## src/rtl/clocks_pkg.sv

```systemverilog
// ---------------------------------------------------------------------------
// clocks_pkg
//   Shared constants for the clock divider bank.
//   - DIV_W_DFLT    : default counter/divisor width per channel
//   - DIV_*         : named divisors (tick periods in master_clk cycles,
//                     assuming a 100 MHz master_clk)
//   - SIM_SHIFT_SIM : divisor right-shift used by simulation benches
// ---------------------------------------------------------------------------
package clocks_pkg;

    localparam int unsigned DIV_W_DFLT = 28;

    // All values fit in 28 bits (max 2^28-1 = 268,435,455).
    localparam int unsigned DIV_FAST   = 100_000;      // 1 kHz display mux
    localparam int unsigned DIV_BLINK  = 40_000_000;   // 2.5 Hz blink
    localparam int unsigned DIV_1HZ    = 100_000_000;  // 1 Hz game timer
    localparam int unsigned DIV_2HZ    = 50_000_000;   // 2 Hz game timer
    localparam int unsigned DIV_ADJUST = 25_000_000;   // 4 Hz setting adjust

    localparam int unsigned SIM_SHIFT_SIM = 7;

    typedef logic [DIV_W_DFLT-1:0] div_t;

endpackage

```

## src/rtl/clk_div_channel.sv

```systemverilog
// ---------------------------------------------------------------------------
// clk_div_channel
//   One divider channel: counter, active/shadow divisor pair, pending flag,
//   registered 50%-duty clock and single-cycle terminal-count tick.
//
//   master_clk : system clock, rising edge
//   rst        : asynchronous active-low reset
//   en         : count enable
//   restart    : synchronous restart strobe (highest priority)
//   div_wr     : divisor write strobe
//   div_in     : divisor value written on div_wr
//   clk_out    : divided clock, toggles at each terminal count
//   tick       : one-cycle pulse at each terminal count
//   pending    : written divisor not yet applied
// ---------------------------------------------------------------------------
module clk_div_channel
    import clocks_pkg::*;
#(
    parameter int unsigned DIV_W       = DIV_W_DFLT,
    parameter int unsigned DEFAULT_DIV = DIV_FAST,
    parameter int unsigned SIM_SHIFT   = 0
) (
    input  logic             master_clk,
    input  logic             rst,
    input  logic             en,
    input  logic             restart,
    input  logic             div_wr,
    input  logic [DIV_W-1:0] div_in,
    output logic             clk_out,
    output logic             tick,
    output logic             pending
);

    localparam logic [DIV_W-1:0] ONE     = {{(DIV_W-1){1'b0}}, 1'b1};
    localparam logic [DIV_W-1:0] DEF_DIV = DIV_W'(DEFAULT_DIV);

    logic [DIV_W-1:0] cnt;
    logic [DIV_W-1:0] active;
    logic [DIV_W-1:0] shadow;
    logic [DIV_W-1:0] term;
    logic             at_term;

    // A divisor of 0 (or one shifted down to 0) would never reach a terminal
    // count, so clamp to 1: tick every cycle, clk_out toggles every cycle.
    always_comb begin
        term = active >> SIM_SHIFT;
        if (term == '0) begin
            term = ONE;
        end
    end

    assign at_term = (cnt == (term - ONE));

    // The active divisor only changes at a terminal count or restart, so the
    // period in progress is never shortened or stretched by a write.
    always_ff @(posedge master_clk or negedge rst) begin
        if (!rst) begin
            cnt     <= '0;
            clk_out <= 1'b0;
            tick    <= 1'b0;
            pending <= 1'b0;
            active  <= DEF_DIV;
            shadow  <= DEF_DIV;
        end else if (restart) begin
            cnt     <= '0;
            clk_out <= 1'b0;
            tick    <= 1'b0;
            pending <= 1'b0;
            active  <= div_wr ? div_in : shadow;
            if (div_wr) begin
                shadow <= div_in;
            end
        end else if (!en) begin
            tick <= 1'b0;
            if (div_wr) begin
                shadow  <= div_in;
                pending <= 1'b1;
            end
        end else if (at_term) begin
            cnt     <= '0;
            tick    <= 1'b1;
            clk_out <= ~clk_out;
            pending <= 1'b0;
            active  <= div_wr ? div_in : shadow;
            if (div_wr) begin
                shadow <= div_in;
            end
        end else begin
            cnt  <= cnt + ONE;
            tick <= 1'b0;
            if (div_wr) begin
                shadow  <= div_in;
                pending <= 1'b1;
            end
        end
    end

endmodule

```

## src/rtl/clk_div_bank.sv

```systemverilog
// ---------------------------------------------------------------------------
// clk_div_bank
//   Bank of N independent clock dividers driven from master_clk.
//
//   master_clk : system clock, rising edge
//   rst        : asynchronous active-low reset
//   en         : [N]        per-channel count enable
//   restart    : [N]        per-channel synchronous restart strobe
//   div_wr     : [N]        per-channel divisor write strobe
//   div_in     : [N*DIV_W]  packed divisors, channel i at [i*DIV_W +: DIV_W]
//   clk_out    : [N]        divided clocks (50% duty)
//   tick       : [N]        one-cycle pulse at each terminal count
//   pending    : [N]        written divisor not yet applied
// ---------------------------------------------------------------------------
module clk_div_bank
    import clocks_pkg::*;
#(
    parameter int unsigned N           = 2,
    parameter int unsigned DIV_W       = DIV_W_DFLT,
    parameter int unsigned DEFAULT_DIV = DIV_FAST,
    parameter int unsigned SIM_SHIFT   = 0
) (
    input  logic               master_clk,
    input  logic               rst,
    input  logic [N-1:0]       en,
    input  logic [N-1:0]       restart,
    input  logic [N-1:0]       div_wr,
    input  logic [N*DIV_W-1:0] div_in,
    output logic [N-1:0]       clk_out,
    output logic [N-1:0]       tick,
    output logic [N-1:0]       pending
);

    for (genvar i = 0; i < N; i++) begin : g_ch
        clk_div_channel #(
            .DIV_W       (DIV_W),
            .DEFAULT_DIV (DEFAULT_DIV),
            .SIM_SHIFT   (SIM_SHIFT)
        ) u_ch (
            .master_clk (master_clk),
            .rst        (rst),
            .en         (en[i]),
            .restart    (restart[i]),
            .div_wr     (div_wr[i]),
            .div_in     (div_in[i*DIV_W +: DIV_W]),
            .clk_out    (clk_out[i]),
            .tick       (tick[i]),
            .pending    (pending[i])
        );
    end

endmodule

```

## config.mk

```make
export PLATFORM = sky130hd
export DESIGN_NAME = clk_div_bank
export DESIGN_NICKNAME = d
export VERILOG_FILES = /design/src/rtl/clocks_pkg.sv /design/src/rtl/clk_div_channel.sv /design/src/rtl/clk_div_bank.sv
export SDC_FILE = /design/constraint.sdc
export NUM_CORES = 1
export LEC_CHECK = 0
export BUFFER_PORTS_ARGS = -buffer_cell sky130_fd_sc_hd__buf_2
export CORE_ASPECT_RATIO = 0.9
export CORE_MARGIN = 8
export CORE_UTILIZATION = 32
export CTS_CLUSTER_DIAMETER = 100
export DETAILED_ROUTE_END_ITERATION = 12
export GPL_TIMING_DRIVEN = 1
export HOLD_SLACK_MARGIN = 0.15
export MAX_ROUTING_LAYER = met4
export SLEW_MARGIN = 10
export SYNTH_ARGS = -nofsm -noshare
export SYNTH_HDL_FRONTEND = slang
export SYNTH_SLANG_ARGS = --single-unit
```

## constraint.sdc

```tcl
create_clock -name master_clk -period 5.2 [get_ports master_clk]
set_clock_uncertainty 0.1 [all_clocks]
set_input_delay 1.3 -clock master_clk [delete_from_list [all_inputs] [get_ports master_clk]]
set_output_delay 1.3 -clock master_clk [all_outputs]
set_load 0.01 [all_outputs]
```

==> results of run 1 <==
## metal layers
layer,track usage (%),vias up
met2,20.9,121
li1,-,3526
met3,2.46,23
met4,3.79,0
met5,-,-
met1,19.1,3581
## worst max path at each step
stage	slack [ps]	endpoint	start
detailed placement	240	g_ch[0].u_ch.active[1]$_DFFE_PN0P_	g_ch[0].u_ch.active[9]$_DFFE_PN1P_
finish	410	g_ch[0].u_ch.active[14]$_DFFE_PN0P_	g_ch[0].u_ch.active[20]$_DFFE_PN0P_
global route	80	g_ch[0].u_ch.active[14]$_DFFE_PN0P_	g_ch[0].u_ch.active[20]$_DFFE_PN0P_
CTS	190	g_ch[0].u_ch.active[14]$_DFFE_PN0P_	g_ch[0].u_ch.active[9]$_DFFE_PN1P_
global placement	360	g_ch[0].u_ch.active[11]$_DFFE_PN0P_	g_ch[0].u_ch.active[9]$_DFFE_PN1P_
floorplan	950	g_ch[0].u_ch.active[11]$_DFFE_PN0P_	g_ch[0].u_ch.active[20]$_DFFE_PN0P_
## power breakdown
group	switching, µW	internal [µW]	leakage, µW
Sequential	136	1480	0.00214
Clock	554	656	0.000265
Combinational	264	244	0.00189
## sequential cells by signal (all words and copies together) (netlist names)
| register | count |
|---|---|
| g_ch.u_ch.active | 56 |
| g_ch.u_ch.clk_out | 2 |
| g_ch.u_ch.cnt | 56 |
| g_ch.u_ch.pending | 2 |
| g_ch.u_ch.shadow | 56 |
| g_ch.u_ch.tick | 2 |
## placed cells by master (no fill, tap or decap), types with 5 or more instances in the layout
cell type | netlist | final
nand2_1 | 65 | 65
and4_1 | 9 | 9
mux2_2 | 56 | 56
or3_1 | 12 | 12
nor4_1 | 17 | 17
o311ai_1 | 15 | 15
dfrtp_1 | 150 | 150
clkbuf_16 | 0 | 17
a21oi_1 | 24 | 23
nand2b_1 | 16 | 15
mux2_1 | 48 | 48
xnor2_1 | 53 | 53
a31oi_1 | 6 | 6
buf_4 | 9 | 10
mux2_4 | 9 | 9
o311ai_0 | 6 | 6
nor2_1 | 78 | 77
and2_1 | 12 | 12
o22ai_1 | 7 | 7
inv_1 | 16 | 16
or2_2 | 8 | 8
or4_1 | 9 | 9
and3_1 | 16 | 16
nand3_1 | 54 | 54
o31ai_1 | 10 | 10
nor3_1 | 17 | 17
buf_2 | 8 | 68
o21ai_0 | 7 | 7
xor2_1 | 39 | 39
nand3b_1 | 6 | 6
dfstp_2 | 24 | 24
o211ai_1 | 5 | 5
nand4_1 | 23 | 23
## final cells by class
cell class / count / area, µm²
Clock buffer: 22 / 474
Multi-Input combinational cell: 700 / 5060
Sequential cell: 174 / 4380
Fill cell: 2996 / 18900
Timing Repair Buffer: 81 / 467
Clock inverter: 10 / 82.6
Inverter: 16 / 60.1
Tap cell: 403 / 504
## stage by stage
step	util, %	instances	hold WS, ps	total power, µW
floorplan	-	943	352	1970
global placement	35.0	1374	379	2140
detailed placement	35.0	1374	380	2150
CTS	36.8	1406	395	3380
global route	36.8	1406	411	3510
finish	36.8	1406	397	3340
## cell families after synthesis
kind of cell	synth area share, %
AOI/OAI and AO/OA	8.70
xor gates and xnor gates	8.25
adders and majority gates	0.512
buffers and inverters	3.48
DFF	44.9
muxes	13.8
and+or+nand+nor	20.4
## worst max-delay path, stage by stage (launching register included)
cell	delay [ps]
dfrtp_1	440
or4_1	660
or3_1	500
nor2_2	180
a21oi_1	100
ha_1	240
nor3b_2	230
a311oi_1	270
o211ai_1	130
a211oi_1	360
nand3_1	120
nor4_1	300
nand4_1	250
nand2b_2	160
buf_12	250
mux2_1	350
## repair_timing
item                                    in CTS  in global routing
hold endpoints to repair                     0                  0
endpoints found under the setup margin       0                 51
resized for setup                            0                  2
==> out/qor.log, run 1 <==
INFO  setup_path     timing.critical_path.to_type=register
INFO  hold_path      worstHoldPathCells=1
INFO  synthesis      postSynth.topFlopCell=dfrtp_1
INFO  clock_tree     htreeDepth=4
INFO  detailed_routing firstDrtPassIters=5
INFO  setup_path     timing.critical_path.required=5410ps
INFO  global_routing grt_first_pass_wirelength=40,400µm
INFO  sta            slew_headroom=43.8%
INFO  detailed_routing met2_length=10,900µm
INFO  detailed_routing drt_drc_violations_left=0
INFO  detailed_routing post_detailed_route_wirelength_per_cell=17.0µm
INFO  die            placeableCoreArea=0.0300mm²
INFO  sta            final.setup.tns=0ps
INFO  synthesis      synthArstFlopShare=100%
INFO  placement      gpl.final_weighted_congestion=0.904
INFO  die            effective_utilization_at_floorplan=32.6%
INFO  pwr            power_density=302mW/mm²
INFO  detailed_routing routed-wl-met3=830µm
INFO  synthesis      synth_area_leaders=dfrtp_1, dfstp_2, mux2_2
INFO  setup_path     worst_case_reg_to_reg_path_depth=15
INFO  synthesis      synth-edff-count=0
INFO  detailed_routing initialDrtViolationCount=682
INFO  sta            fin_crit_sh=92.0%
INFO  job            max_cap_violations=0
INFO  detailed_routing routed-via-count=7,251
INFO  detailed_routing drt_wl_total=23,800µm
INFO  die            io_pins=70
INFO  synthesis      synth-seq-area-share=44.9%
INFO  detailed_routing maxUsedRoutingLayer=met4
INFO  synthesis      synthDistinctLibCells=73
INFO  detailed_routing route.antenna.remaining_nets=0
INFO  hold_path      min_to=g_ch[1].u_ch.shadow[19]$_DFF_PN0_
INFO  layout         layout-drive-gt1-share=22.4%
INFO  global_routing grt_start_max_net_pins=90
INFO  layout         post-route-cell-area=0.0110mm²
INFO  placement      placement.io_buffers=69
INFO  setup_path     critPathKind=reg -> reg
INFO  hold_path      hold_path.startpoint=g_ch[1].u_ch.shadow[19]$_DFF_PN0_
INFO  synthesis      syn-cell-area=0.00977mm²
INFO  clock_tree     clock_tree.root_cell=clkbuf_16
INFO  global_routing grt_overflow_total=0
INFO  clock_tree     tritoncts_num_sinks=174
INFO  sta            maxSlewViolCount=0
INFO  die            design.die.area=0.0364mm²
INFO  setup_path     worstPathMaxFanout=43
INFO  global_routing grt_pass1_vias=7,353
INFO  synthesis      syn-instance-count=943
INFO  placement      place_area=0.0105mm²
INFO  die            floorplan.rows=60
INFO  status         status=finished, final reports clean
INFO  detailed_routing wirelength_met1=11,800µm
INFO  sta            fmax=209MHz
INFO  clock_tree     tritoncts=yes
INFO  synthesis      yosysMostFrequentCell=dfrtp_1
INFO  sta            worstMarginPinSlew=835ps
INFO  setup_path     regToRegStartpoint=g_ch[0].u_ch.active[20]$_DFFE_PN0P_
INFO  synthesis      ys_ff_latch=174
INFO  sta            finalHoldViolations=0
INFO  hold_path      hold_path.class=reg -> reg
INFO  synthesis      synth.top_cells.by_count=dfrtp_1, nor2_1, nand2_1
INFO  pwr            static_power_due_to_leakage=0.00430µW
INFO  synthesis      mappedNetlistNets=1,011
INFO  die            die-width=200µm
INFO  synthesis      yosysWarningCount=0
INFO  sta            period_needed=4790ps
INFO  placement      worst_setup_slack_post_dpl=242ps
INFO  die            die_span_y=182µm
INFO  clock_tree     worst_skew_pair.late_latency=440ps
INFO  sta            rsz_0062_raised_after_global_routing=no
INFO  clock_tree     tritoncts.num_buffers=17
INFO  detailed_routing vias_per_cell=5.16
INFO  sta            final_critical_path_setup_slack=415ps
INFO  sta            finalSetupViolations=0
INFO  setup_path     ff2ff_setup_slack=410ps
INFO  synthesis      synth_top_area_share=38.4%
INFO  clock_tree     postCtsSetupBuffers=0
INFO  synthesis      post-synth-top-area-cell=dfrtp_1
INFO  setup_path     cp_data_arrival_time=5000ps
INFO  pwr            power.ir.vdd_worst=0.201mV
INFO  global_routing gr-usage-all-layers=13.9%
INFO  layout         flow.area_growth_from_synthesis=13.0%
INFO  clock_tree     clock_tree.buffer_depth=2
INFO  layout         num_antenna_cells=0
INFO  global_routing antenna_found_initial=0
INFO  placement      detailedPlacementHpwl=17,600µm
INFO  clock_tree     cts.hold.buffers_added=0
INFO  layout         nNetsFinal=1,058
INFO  clock_tree     path_clk_slew=70ps
INFO  setup_path     cp_startpoint_kind=register
INFO  setup_path     crit-reg2reg-capture=g_ch[0].u_ch.active[14]$_DFFE_PN0P_
INFO  synthesis      syn_area_per_cell=10.4µm²
No activity file was read; power rests on OpenSTA's default activity.
==> run 2, diff against run 1 <==
--- a/config.mk
+++ b/config.mk
@@ -14,6 +14,7 @@
 export GPL_TIMING_DRIVEN = 1
 export HOLD_SLACK_MARGIN = 0.15
 export MAX_ROUTING_LAYER = met4
+export PLACE_DENSITY_LB_ADDON = 0.3
 export SLEW_MARGIN = 10
 export SYNTH_ARGS = -nofsm -noshare
 export SYNTH_HDL_FRONTEND = slang
==> run 2 against run 1 <==
First-iteration DRC count fell by 33%. Sequential power barely moved. Global-route usage rose by 0.071 points. Utilization rose by 0.40 points. Clock power rose by 14%. Die area did not move. Sequential share of layout area fell by 0.43 points. Routed wire length rose by 1.9%. Cell area rose by 1.1%. Fmax barely moved. Register-to-register slack barely moved. Total power rose by 5.5%. Critical endpoint is now g_ch[1].u_ch.active[6]$_DFFE_PN0P_. Largest power group unchanged.
==> out/qor.log, run 2 (synthesized netlist as in run 1, its figures left out) <==
INFO  status         status=finished, final reports clean [unchanged]
INFO  layout         fillerInstances=2,936 [was 2,996]
INFO  placement      dpl.cell_count=1,383 [was 1,374]
INFO  die            placeableCoreArea=0.0300mm² [unchanged]
INFO  clock_tree     tritoncts_num_sinks=174 [unchanged]
INFO  sta            slew_headroom=35.7% [was 43.8%]
INFO  setup_path     setup.worst_path.start=g_ch[1].u_ch.active[9]$_DFFE_PN1P_ [was g_ch[0].u_ch.active[20]$_DFFE_PN0P_]
INFO  placement      placement.io_buffers=69 [unchanged]
INFO  global_routing gr-usage-all-layers=14.0% [was 13.9%]
INFO  pwr            power.ir.vdd_worst=0.260mV [was 0.201 mV]
INFO  detailed_routing firstDrtPassIters=5 [unchanged]
INFO  pwr            static_power_due_to_leakage=0.00437µW [was 0.00430 µW]
INFO  die            effective_utilization_at_floorplan=32.6% [unchanged]
INFO  setup_path     cp_startpoint_kind=register [unchanged]
INFO  clock_tree     cts_repair_resize_count=0 [unchanged]
INFO  die            floorplan.rows=60 [unchanged]
INFO  global_routing grt_pass1_vias=7,318 [was 7,353]
INFO  detailed_routing drt_drc_violations_left=0 [unchanged]
INFO  sta            fmax=209MHz [about the same]
INFO  clock_tree     tritoncts=yes [unchanged]
INFO  setup_path     timing.critical_path.to_type=register [unchanged]
INFO  sta            period_needed=4790ps [about the same]
INFO  setup_path     worstPathMaxFanout=21 [was 43]
INFO  pwr            total_power=3520µW [was 3340 µW]
INFO  layout         most_common_cell_after_layout_fill_and_taps_aside=dfrtp_1 [unchanged]
INFO  setup_path     ff2ff_setup_slack=410ps [about the same]
INFO  die            die-width=200µm [unchanged]
INFO  clock_tree     worst_skew_pair.late_latency=440ps [about the same]
INFO  clock_tree     clock_tree.root_cell=clkbuf_16 [unchanged]
INFO  layout         fin_cells=1,415 [was 1,406]
INFO  layout         leading_cell_types_in_the_layout_fill_and_taps_excluded=dfrtp_1, nor2_1, buf_2 [unchanged]
INFO  layout         flow.area_growth_from_synthesis=14.2% [was 13.0%]
INFO  placement      gpl.final_weighted_congestion=0.944 [was 0.904]
INFO  setup_path     cp_data_arrival_time=5010ps [was 5000 ps]
INFO  setup_path     crit-reg2reg-capture=g_ch[1].u_ch.active[6]$_DFFE_PN0P_ [was g_ch[0].u_ch.active[14]$_DFFE_PN0P_]
INFO  sta            finalHoldViolations=0 [unchanged]
INFO  sta            worstMarginPinSlew=956ps [was 835 ps]
INFO  detailed_routing post_detailed_route_wirelength_per_cell=17.2µm [was 17.0 µm]
INFO  clock_tree     path_clk_slew=70ps [about the same]
INFO  clock_tree     htreeDepth=4 [unchanged]
INFO  sta            final_critical_path_setup_slack=410ps [was 415 ps]
INFO  global_routing grt_overflow_total=0 [unchanged]
INFO  pwr            power_density=315mW/mm² [was 302 mW/mm²]
INFO  hold_path      hold_path.class=reg -> reg [unchanged]
INFO  sta            final.setup.tns=0ps [unchanged]
INFO  sta            maxSlewViolCount=0 [unchanged]
INFO  detailed_routing vias_per_cell=5.25 [was 5.16]
INFO  clock_tree     postCtsSetupBuffers=0 [unchanged]
INFO  setup_path     endpoint=g_ch[1].u_ch.active[6]$_DFFE_PN0P_ [was g_ch[0].u_ch.active[14]$_DFFE_PN0P_]
INFO  clock_tree     tritoncts.num_buffers=17 [unchanged]
INFO  job            max_cap_violations=0 [unchanged]
INFO  layout         layout-drive-gt1-share=23.1% [was 22.4%]
INFO  detailed_routing initialDrtViolationCount=454 [was 682]
INFO  setup_path     critPathKind=reg -> reg [unchanged]
INFO  global_routing grt_first_pass_wirelength=40,400µm [about the same]
INFO  hold_path      hold_path.startpoint=g_ch[1].u_ch.pending$_DFF_PN0_ [was g_ch[1].u_ch.shadow[19]$_DFF_PN0_]
INFO  die            design.die.area=0.0364mm² [unchanged]
INFO  placement      worst_setup_slack_post_dpl=213ps [was 242 ps]
INFO  sta            rsz_0062_raised_after_global_routing=no [unchanged]
INFO  layout         reg_top3=g_ch.u_ch.active (56), g_ch.u_ch.cnt (56), g_ch.u_ch.shadow (56) [unchanged]
INFO  setup_path     timing.critical_path.required=5420ps [was 5410 ps]
INFO  detailed_routing route.antenna.remaining_nets=0 [unchanged]
INFO  sta            finalSetupViolations=0 [unchanged]
INFO  clock_tree     clock_tree.buffer_depth=2 [unchanged]
INFO  sta            fin_crit_sh=92.1% [was 92.0%]
INFO  die            die_span_y=182µm [unchanged]
INFO  layout         num_antenna_cells=0 [unchanged]
INFO  detailed_routing drt_wl_total=24,300µm [was 23,800 µm]
INFO  global_routing antenna_found_initial=0 [unchanged]
INFO  detailed_routing routed-via-count=7,426 [was 7,251]
INFO  layout         nNetsFinal=1,067 [was 1,058]
INFO  global_routing grt_start_max_net_pins=105 [was 90]
INFO  die            io_pins=70 [unchanged]
INFO  setup_path     worst_case_reg_to_reg_path_depth=15 [unchanged]
INFO  clock_tree     cts.hold.buffers_added=0 [unchanged]
INFO  setup_path     regToRegStartpoint=g_ch[1].u_ch.active[9]$_DFFE_PN1P_ [was g_ch[0].u_ch.active[20]$_DFFE_PN0P_]
INFO  placement      detailedPlacementHpwl=17,900µm [was 17,600 µm]
run 2: changes by cell type in the layout (fill, tap and decap cells not counted):
cell	previous run	this run
buf_12	2	1
nor2_2	1	0
clkinvlp_4	3	2
clkinv_4	4	2
clkbuf_8	3	1
nor2_1	77	78
inv_6	1	3
clkinv_8	0	1
bufinv_16	0	3
buf_4	10	20
clkbuf_1	2	1
run 2: area by class of cell:
type	instances	area (µm²)	area share [%]
Sequential cell	174	4380	39.3
Tap cell	403	504	4.52
Inverter	16	60.1	0.538
Clock inverter	13	181	1.63
Multi-Input combinational cell	700	5060	45.4
Timing Repair Buffer	90	522	4.68
Clock buffer	19	443	3.97
run 2: worst min-delay path by stage:
stage	to	slack (ps)	depth (start not counted)
CTS	g_ch[1].u_ch.pending$_DFF_PN0_	390	1
finish	g_ch[1].u_ch.pending$_DFF_PN0_	380	1
detailed placement	g_ch[1].u_ch.pending$_DFF_PN0_	370	1
global route	g_ch[1].u_ch.shadow[27]$_DFF_PN0_	410	1
floorplan	g_ch[1].u_ch.pending$_DFF_PN0_	350	1
global placement	g_ch[1].u_ch.pending$_DFF_PN0_	360	1
run 2: per-stage QoR:
stage / util, % / instance area [µm²] / hold WS (ps)
after CTS: 37.2 / 11200 / 387
after detailed placement: 35.1 / 10500 / 369
after global placement: 35.1 / 10500 / 359
final: 37.2 / 11200 / 383
after floorplan: - / 9770 / 352
after global routing: 37.2 / 11200 / 409
run 2: metal layers:
layer / wire, µm / vias up / global-route usage, %
met3: 910 / 23 / 2.53
li1: - / 3540 / -
met1: 12400 / 3698 / 19.6
met2: 10600 / 165 / 20.1
met5: 0 / - / -
met4: 421 / 0 / 4.68
run 2: worst max-delay path: stages (launching register included):
cell     delay (ps)
dfstp_2         610
nor4_2          110
and4_1          260
and3b_1         240
nor2_1          100
ha_1            200
nor3b_1         270
nand4_1         290
or3_1           400
o31ai_1         250
nand4_1         190
or4_1           590
nor3_2          310
a21oi_4         190
buf_12          200
mux2_1          320
run 2: power by group:
part | total [µW] | leakage (µW) | switching [µW] | internal (µW)
Clock | 1380 | 0.000299 | 593 | 782
Combinational | 530 | 0.00193 | 278 | 252
Sequential | 1610 | 0.00214 | 132 | 1480
